$ cat config.mk
export PLATFORM = sky130hd
export DESIGN_NAME = seq_shift_add_multiplier
export DESIGN_NICKNAME = d
export VERILOG_FILES = /design/src/rtl/seq_shift_add_multiplier.sv
export SDC_FILE = /design/constraint.sdc
export NUM_CORES = 1
export LEC_CHECK = 0
export CORE_UTILIZATION = 52
export DETAILED_ROUTE_END_ITERATION = 8
export PLACE_DENSITY_LB_ADDON = 0.08
export SKIP_CTS_REPAIR_TIMING = 1
export SLEW_MARGIN = 15
export SYNTH_ARGS = -nofsm -noshare
export SYNTH_HDL_FRONTEND = slang
export SYNTH_SLANG_ARGS = --single-unit
$ cat constraint.sdc
create_clock -name clk -period 7.3 [get_ports clk]
set_input_delay 0.73 -clock clk [delete_from_list [all_inputs] [get_ports clk]]
set_output_delay 0.73 -clock clk [all_outputs]
set_load 0.05 [all_outputs]
$ cat src/rtl/seq_shift_add_multiplier.sv
// Iterative shift-add multiplier, WIDTH x WIDTH -> 2*WIDTH, one multiplier bit per clock.
// Optional signed (two's complement) operation is built when SEQ_MUL_SIGNED_EN is defined.
module seq_shift_add_multiplier #(
  parameter int WIDTH = 32,
  parameter int CNT_W = 6
) (
  input  logic               clk,
  input  logic               reset,
  input  logic               start_i,
  input  logic [WIDTH-1:0]   a_i,
  input  logic [WIDTH-1:0]   b_i,
`ifdef SEQ_MUL_SIGNED_EN
  input  logic               signed_op_i,
`endif
  output logic               busy_o,
  output logic               done_o,
  output logic [2*WIDTH-1:0] product_o
);

  localparam int PW = 2 * WIDTH;
  localparam logic [CNT_W-1:0] LAST = CNT_W'(WIDTH - 1);

  typedef enum logic [1:0] {S_IDLE, S_RUN, S_DONE} state_t;

  state_t            state_q, state_d;
  logic [PW-1:0]     mcand_q, mcand_d;
  logic [PW-1:0]     acc_q, acc_d;
  logic [PW-1:0]     product_q, product_d;
  logic [WIDTH-1:0]  mplier_q, mplier_d;
  logic [CNT_W-1:0]  cnt_q, cnt_d;
  logic [PW-1:0]     acc_step, result;
  logic [WIDTH-1:0]  a_mag, b_mag;

`ifdef SEQ_MUL_SIGNED_EN
  logic neg_q, neg_d, neg_cap;

  // Most negative input negates to itself, which read unsigned is 2**(WIDTH-1).
  always_comb begin
    a_mag   = (signed_op_i && a_i[WIDTH-1]) ? -a_i : a_i;
    b_mag   = (signed_op_i && b_i[WIDTH-1]) ? -b_i : b_i;
    neg_cap = signed_op_i & (a_i[WIDTH-1] ^ b_i[WIDTH-1]);
  end

  assign result = neg_q ? -acc_step : acc_step;
`else
  assign a_mag  = a_i;
  assign b_mag  = b_i;
  assign result = acc_step;
`endif

  assign acc_step = mplier_q[0] ? acc_q + mcand_q : acc_q;

  always_comb begin
    state_d   = state_q;
    mcand_d   = mcand_q;
    mplier_d  = mplier_q;
    acc_d     = acc_q;
    cnt_d     = cnt_q;
    product_d = product_q;
`ifdef SEQ_MUL_SIGNED_EN
    neg_d     = neg_q;
`endif
    case (state_q)
      S_IDLE, S_DONE: begin
        if (start_i) begin
          mcand_d  = {{WIDTH{1'b0}}, a_mag};
          mplier_d = b_mag;
          acc_d    = '0;
          cnt_d    = '0;
`ifdef SEQ_MUL_SIGNED_EN
          neg_d    = neg_cap;
`endif
          state_d  = S_RUN;
        end else begin
          state_d  = S_IDLE;
        end
      end
      S_RUN: begin
        acc_d    = acc_step;
        mcand_d  = mcand_q << 1;
        mplier_d = mplier_q >> 1;
        cnt_d    = cnt_q + CNT_W'(1);
        if (cnt_q == LAST) begin
          product_d = result;
          state_d   = S_DONE;
        end
      end
      default: state_d = S_IDLE;
    endcase
  end

  always_ff @(posedge clk or posedge reset) begin
    if (reset) begin
      state_q   <= S_IDLE;
      mcand_q   <= '0;
      mplier_q  <= '0;
      acc_q     <= '0;
      cnt_q     <= '0;
      product_q <= '0;
`ifdef SEQ_MUL_SIGNED_EN
      neg_q     <= 1'b0;
`endif
    end else begin
      state_q   <= state_d;
      mcand_q   <= mcand_d;
      mplier_q  <= mplier_d;
      acc_q     <= acc_d;
      cnt_q     <= cnt_d;
      product_q <= product_d;
`ifdef SEQ_MUL_SIGNED_EN
      neg_q     <= neg_d;
`endif
    end
  end

  assign busy_o    = (state_q == S_RUN);
  assign done_o    = (state_q == S_DONE);
  assign product_o = product_q;

endmodule
Yosys cells after proc, flatten, opt, wreduce, memory -nomap -nowiden

Index checks and enable logic that the tools add are counted.

$add $sub $neg: 2
Eq/ne operators: 5
Mux-type cells: 12
Reductions and logical operators: 5

Operators by type and width:

| operator              | count |
|---|---|
| $pmux W64 S2          | 2 |
| $mux W64              | 3 |
| $add A64 B64 Y64      | 1 |
| $pmux W32 S2          | 1 |
| $mux W32              | 1 |
| $pmux W6 S2           | 1 |
| $add A6 B1 Y6 const B | 1 |
| $eq A6 B5 Y1 const B  | 1 |
| $mux W6               | 1 |
| $pmux W2 S2           | 1 |
| $reduce_and A2 Y1     | 2 |
| $eq A2 B1 Y1 const B  | 1 |
| $eq A2 B2 Y1 const B  | 1 |
| $logic_not A2 Y1      | 1 |
| $mux W2               | 1 |
| $ne A2 B1 Y1 const B  | 1 |
| $ne A2 B2 Y1 const B  | 1 |
| $reduce_bool A2 Y1    | 1 |
| $reduce_or A2 Y1      | 1 |
| $mux W1               | 1 |

Register bits after elaboration: 232
Output and inout bits: 66

Longest topological paths before layout

Depth after elaboration: 4
Depth in mapped cells: 13
Mapped depth without buffers: 13

Worst setup path after synthesis

Ideal clock, no wire load.

Path type: register to register
Start point: register mcand_q[0]
End point: register product_q[36] (netlist: product_o[36])
Setup time: 125 ps
Arrival: 2629 ps
Required time: 7175 ps
Slack: 4546 ps
Stages on the path, launching flop included: 14
Period minus slack after synthesis: 2754 ps
Path through: dfrtp_1 -> ha_1 -> inv_1 -> fa_1 -> nor2b_1 -> o211ai_1 -> a21o_1 -> o21ba_2 -> o211ai_2 -> a21oi_1 -> o21bai_1 -> xnor2_1 -> mux2i_1 -> mux2_2

Cells in the longest elaborated chain, start to end: 2

Ends and longest elaborated chain:

| what                   | RTL line | text |
|---|---|---|
| from (decl)            | 26       | `logic [PW-1:0] mcand_q, mcand_d;` |
| from (signal assigned) | 105      | `mcand_q <= mcand_d;` |
| $add A64 B64 Y64       | 51       | `assign acc_step = mplier_q[0] ? acc_q + mcand_q : acc_q;` |
| $mux W64               | 51       |  |
| to (signal assigned)   | 109      | `product_q <= product_d;` |
| to (decl)              | 28       | `logic [PW-1:0] product_q, product_d;` |

No other way between the ends.
A chain may end at the register's enable or synchronous reset.

Worst setup path in the final report

Start point: register state_q[1]
End point: output busy_o

Cells in the longest elaborated chain, start to end: 1

Ends and longest elaborated chain:

| what                   | RTL line | text |
|---|---|---|
| from (decl)            | 25       | `state_t state_q, state_d;` |
| from (signal assigned) | 104      | `state_q <= state_d;` |
| $eq A2 B1 Y1           | 116      | `assign busy_o = (state_q == S_RUN);` |
| to (decl)              | 15       | `output logic busy_o,` |

No other way between the ends.

==> impl_summary.md <==
Run status
The run finished with clean final reports.

Critical path
Together, buffers and inverters on the worst path number 3. The endpoint type of the worst setup path is an output pin. The critical path goes through nand2b_1, clkinv_2, buf_4, clkdlybuf4s50_1.

The worst endpoint data arrival time is around 3300 ps. Data on the critical path is required at its endpoint by 6570 ps. The standard cell with the maximum stage delay on the critical path is sky130_fd_sc_hd__clkdlybuf4s50_1. STA classifies the critical path startpoint as a register. The origin of the critical flop-to-flop path is state_q[0]$_DFFE_PP0P_. Along the worst path, the maximum fanout reaches 59. On the worst path, the slowest cell contributes a delay of 940 ps. The dominant delay contributor by cell family on the critical path is buffers and inverters. The critical path class is reg2out.

The launch point of the critical path is state_q[1]$_DFFE_PP0P_.

Timing
For this run, the top clock speed supported by timing is 248.2 MHz. The worst pin sits at a relative slew slack of a little under a third. Setup repair after global routing left no endpoint under its margin. The count of pins over their slew limit came to 0. Setup violations remaining at the end of the flow were counted as 0.

After routing, the total negative slack on setup checks comes to 0 ps. For the pin with the worst max-slew slack, the measured transition is 1032 ps. The final period demand of the worst path is 4029 ps. The final clock period utilization by the worst path is 55.20%. The hold violation total from the final report came to 0. The final setup skew is about 14 ps.

Detailed routing
The highest routing layer actually used is met4. The via density per instance is roughly 6. The first-pass detailed-route iteration total is 5.

The post-route antenna net violation count is 0. Wires add up to 35.10 mm. For this block, wires on met1 add up to 16.52 mm.

The wire length per cell after detailed routing is 18.47 um. The met3 layer wire length in the routed design is 1.600 mm. For this block, the initial DRC count from the detailed router was ~840.

The wire length on met2 is 16.08 mm. The number of design rule violations left after detail routing is 0. The final route contains 11270 vias.

Power and ir drop
The leakage component of the power is 7.194 nW. For this design the total switching power over the nets is 3.655 mW. The largest vdd supply drop is 0.0002553 V. The relative contribution of sequential cells to total power is 28.9%. Dividing total power by cell area gives a power density of 500.5 nW/um^2. The part of the total power dissipated in the clock network is between 10% and 20%. Internal power comes to around 4.2 mW. In this run switching power makes up 46.33% of total power. In this run, the combinational gates consume 53.5% of the power.

Synthesis
Counting distinct cell types in the post-synthesis netlist gives 70. After technology mapping, the gate count stands at 1473. The async set-reset flop share out of synthesis is 100.0%.

In this run the cell area of the synthesized design comes to 13380 sq um. The flip-flop and latch count after synthesis is 232. The dominant synthesized flop cell is sky130_fd_sc_hd__dfrtp_1. Summing the sequential cell areas from Yosys gives 43.41% of the chip area. Ranked by total cell area, the synthesized netlist is headed by sky130_fd_sc_hd__dfrtp_1, sky130_fd_sc_hd__nand2_1, sky130_fd_sc_hd__ha_1. Synthesis produced a netlist with a net count of 1605. sky130_fd_sc_hd__dfrtp_1 takes more of the synthesized area than any other cell. The top cell type's share of synthesized area is 43.41%. Counting instances in the post-synthesis netlist gives the leading cell types as sky130_fd_sc_hd__nand2_1, sky130_fd_sc_hd__dfrtp_1, sky130_fd_sc_hd__o21ai_0. Counting flops with a built-in enable in the synthesized netlist gives 0.

sky130_fd_sc_hd__nand2_1 is the most common cell in the netlist. Averaged over all synthesized cells, the footprint is between 9 and 10 sq um. The Yosys step of the flow raised 0 warnings.

Flow run
The tool flagged a number of max-cap violations equal to 0.

Floorplan
The core outline area is 25180 sq um. The starting density of the core is between 50% and 60%. After floorplanning, the core was divided into 58 placement rows.

The die is 162.4 um tall. The overall die area is ~26000 sq um. The number of top-level pins is 133. From left edge to right edge, the die measures about 160 um.

Global route
The pin count of the biggest net entering global routing is roughly 120. The first-pass GRT wire length is 58.10 mm. The global-route congestion overflow total is 0.

The initial antenna violation count came to 0. Global routing consumed, over all layers together, 27.41% of the routing resources. The number of global-route vias before repair is 11040.

Clock tree
In this run the deepest clock path goes through 3 buffers. The H-tree depth is 1. The CTS sink count is 232. The clock root buffer master is sky130_fd_sc_hd__clkbuf_16. TritonCTS built the clock tree. The clock insertion delay at the later pin of the skew report is ~530 ps. Clock-pin slew was measured on the worst setup and hold paths at 60 ps. Clock tree synthesis inserted a total of 27 buffers.

Cells and area
The net count of the finished layout is 1682. The repair_antennas step left the layout with diodes totalling 0. In the final layout, the share of cells above drive strength 1 is 6.306%. The area growth from synthesis to layout is 17.87%. The finished layout holds 1900 standard cells, fillers aside.

Place
After legalization and detailed placement, the total HPWL measured 24.09 mm. The congestion estimate from routability-driven global placement came to 0.9122. Once placement completed, the tool counted placed cells totaling 1851. Port buffering added 132 buffers.

Hold path
The tightest min-delay check is of the reg2reg type. The source of the worst hold timing path is product_o[8]$_DFFE_PP0P_.
## per-layer routing
metal	global-route usage, %	vias to the layer above
met4	7.033	0
met5	0	-
li1	-	5419
met1	39.72	5480
met3	2.827	58
met2	43.90	308
## area by class of cell
type | count | area [sq um]
multi-input cells | 1113 | 7086
repair buffers | 143 | 1404
clock buffers | 39 | 790.8
clock inverters | 10 | 130.1
fillers | 2203 | 9417
flip-flops and latches | 232 | 5809
well taps | 330 | 412.9
inverters | 33 | 132.6
## power groups by stage
| stage | Sequential [mW] | Clock [mW] | Combinational [mW] |
|---|---|---|---|
| after floorplan | 2.54 | 0 | 2.79 |
| after global placement | 2.28 | 0 | 4.13 |
| after detailed placement | 2.29 | 0 | 4.19 |
| after CTS | 2.28 | 1.42 | 4.21 |
| after global routing | 2.35 | 1.46 | 4.65 |
| final | 2.28 | 1.39 | 4.22 |
## cells in the final DEF, fill, tap and decap left out, types with 6 or more instances in the layout
cell type and n:
sky130_fd_sc_hd__nand2_1 275, sky130_fd_sc_hd__dfrtp_1 231, sky130_fd_sc_hd__clkdlybuf4s50_1 132, sky130_fd_sc_hd__o21ai_0 127, sky130_fd_sc_hd__a21oi_1 95, sky130_fd_sc_hd__nand3_1 68
sky130_fd_sc_hd__ha_1 64, sky130_fd_sc_hd__a22oi_1 63, sky130_fd_sc_hd__nor2_1 52, sky130_fd_sc_hd__mux2i_1 41, sky130_fd_sc_hd__a22o_1 40, sky130_fd_sc_hd__xor2_1 33
sky130_fd_sc_hd__xnor2_1 31, sky130_fd_sc_hd__a21o_1 30, sky130_fd_sc_hd__inv_1 30, sky130_fd_sc_hd__clkbuf_16 27, sky130_fd_sc_hd__nor3b_1 18, sky130_fd_sc_hd__nand4_1 16
sky130_fd_sc_hd__o21ai_1 13, sky130_fd_sc_hd__nor3_1 11, sky130_fd_sc_hd__buf_4 11, sky130_fd_sc_hd__o21a_1 10, sky130_fd_sc_hd__o21bai_1 10, sky130_fd_sc_hd__mux2_2 8
sky130_fd_sc_hd__a31oi_1 7, sky130_fd_sc_hd__clkbuf_8 7, sky130_fd_sc_hd__nand2b_1 6, sky130_fd_sc_hd__clkinv_2 6, sky130_fd_sc_hd__nor2b_1 6, sky130_fd_sc_hd__o31ai_1 6
## metrics by stage
step           cell area [sq um]  power [mW]  setup WS (ps)  hold slack, ps  utilization (%)
2_1_floorplan              13380       5.333          208.7           446.3                -
3_3_place_gp               14840       6.410           3761           449.8            58.95
3_5_place_dp               14840       6.477           3641           456.2            58.95
4_1_cts                    15770       7.906           3235           469.3            62.61
5_1_grt                    15770       8.466           3113           488.8            62.61
6_report                   15770       7.890           3271           462.4            62.61
## final timing paths
kind	cells after the start	slack, ps	end
worst max-delay path	4	3270	busy_o
worst min register to register	2	460	product_o[8]$_DFFE_PP0P_
worst max register to register	7	3620	acc_q[63]$_DFFE_PP0P_
max in group asynchronous	3	4990	mplier_q[12]$_DFFE_PP0P_
min in group asynchronous	2	800	product_o[15]$_DFFE_PP0P_
worst min-delay path	2	460	product_o[8]$_DFFE_PP0P_
## state kept, by name, indices dropped and copies added, names as in the netlist
name       count
acc_q         64
mplier_q      32
state_q        2
cnt_q          6
product_o     64
mcand_q       64
## worst min-delay path, stage by stage (launching register included)
cell                      delay [ps]
sky130_fd_sc_hd__dfrtp_1         340
sky130_fd_sc_hd__nand2_1          50
sky130_fd_sc_hd__nand2_1          50
## cell families (layout without fill, tap and decap cells)
family / count (synthesis) / after routing / share of synthesized area (%)
buf+inv: 128 / 225 / 3.807
fa+ha+maj: 65 / 65 / 6.137
flops: 232 / 232 / 43.41
simple gates: 486 / 486 / 16.37
compound gates: 449 / 449 / 22.35
xor+xnor: 64 / 64 / 4.191
mux: 49 / 49 / 3.742
(Power assumes the default switching activity.)
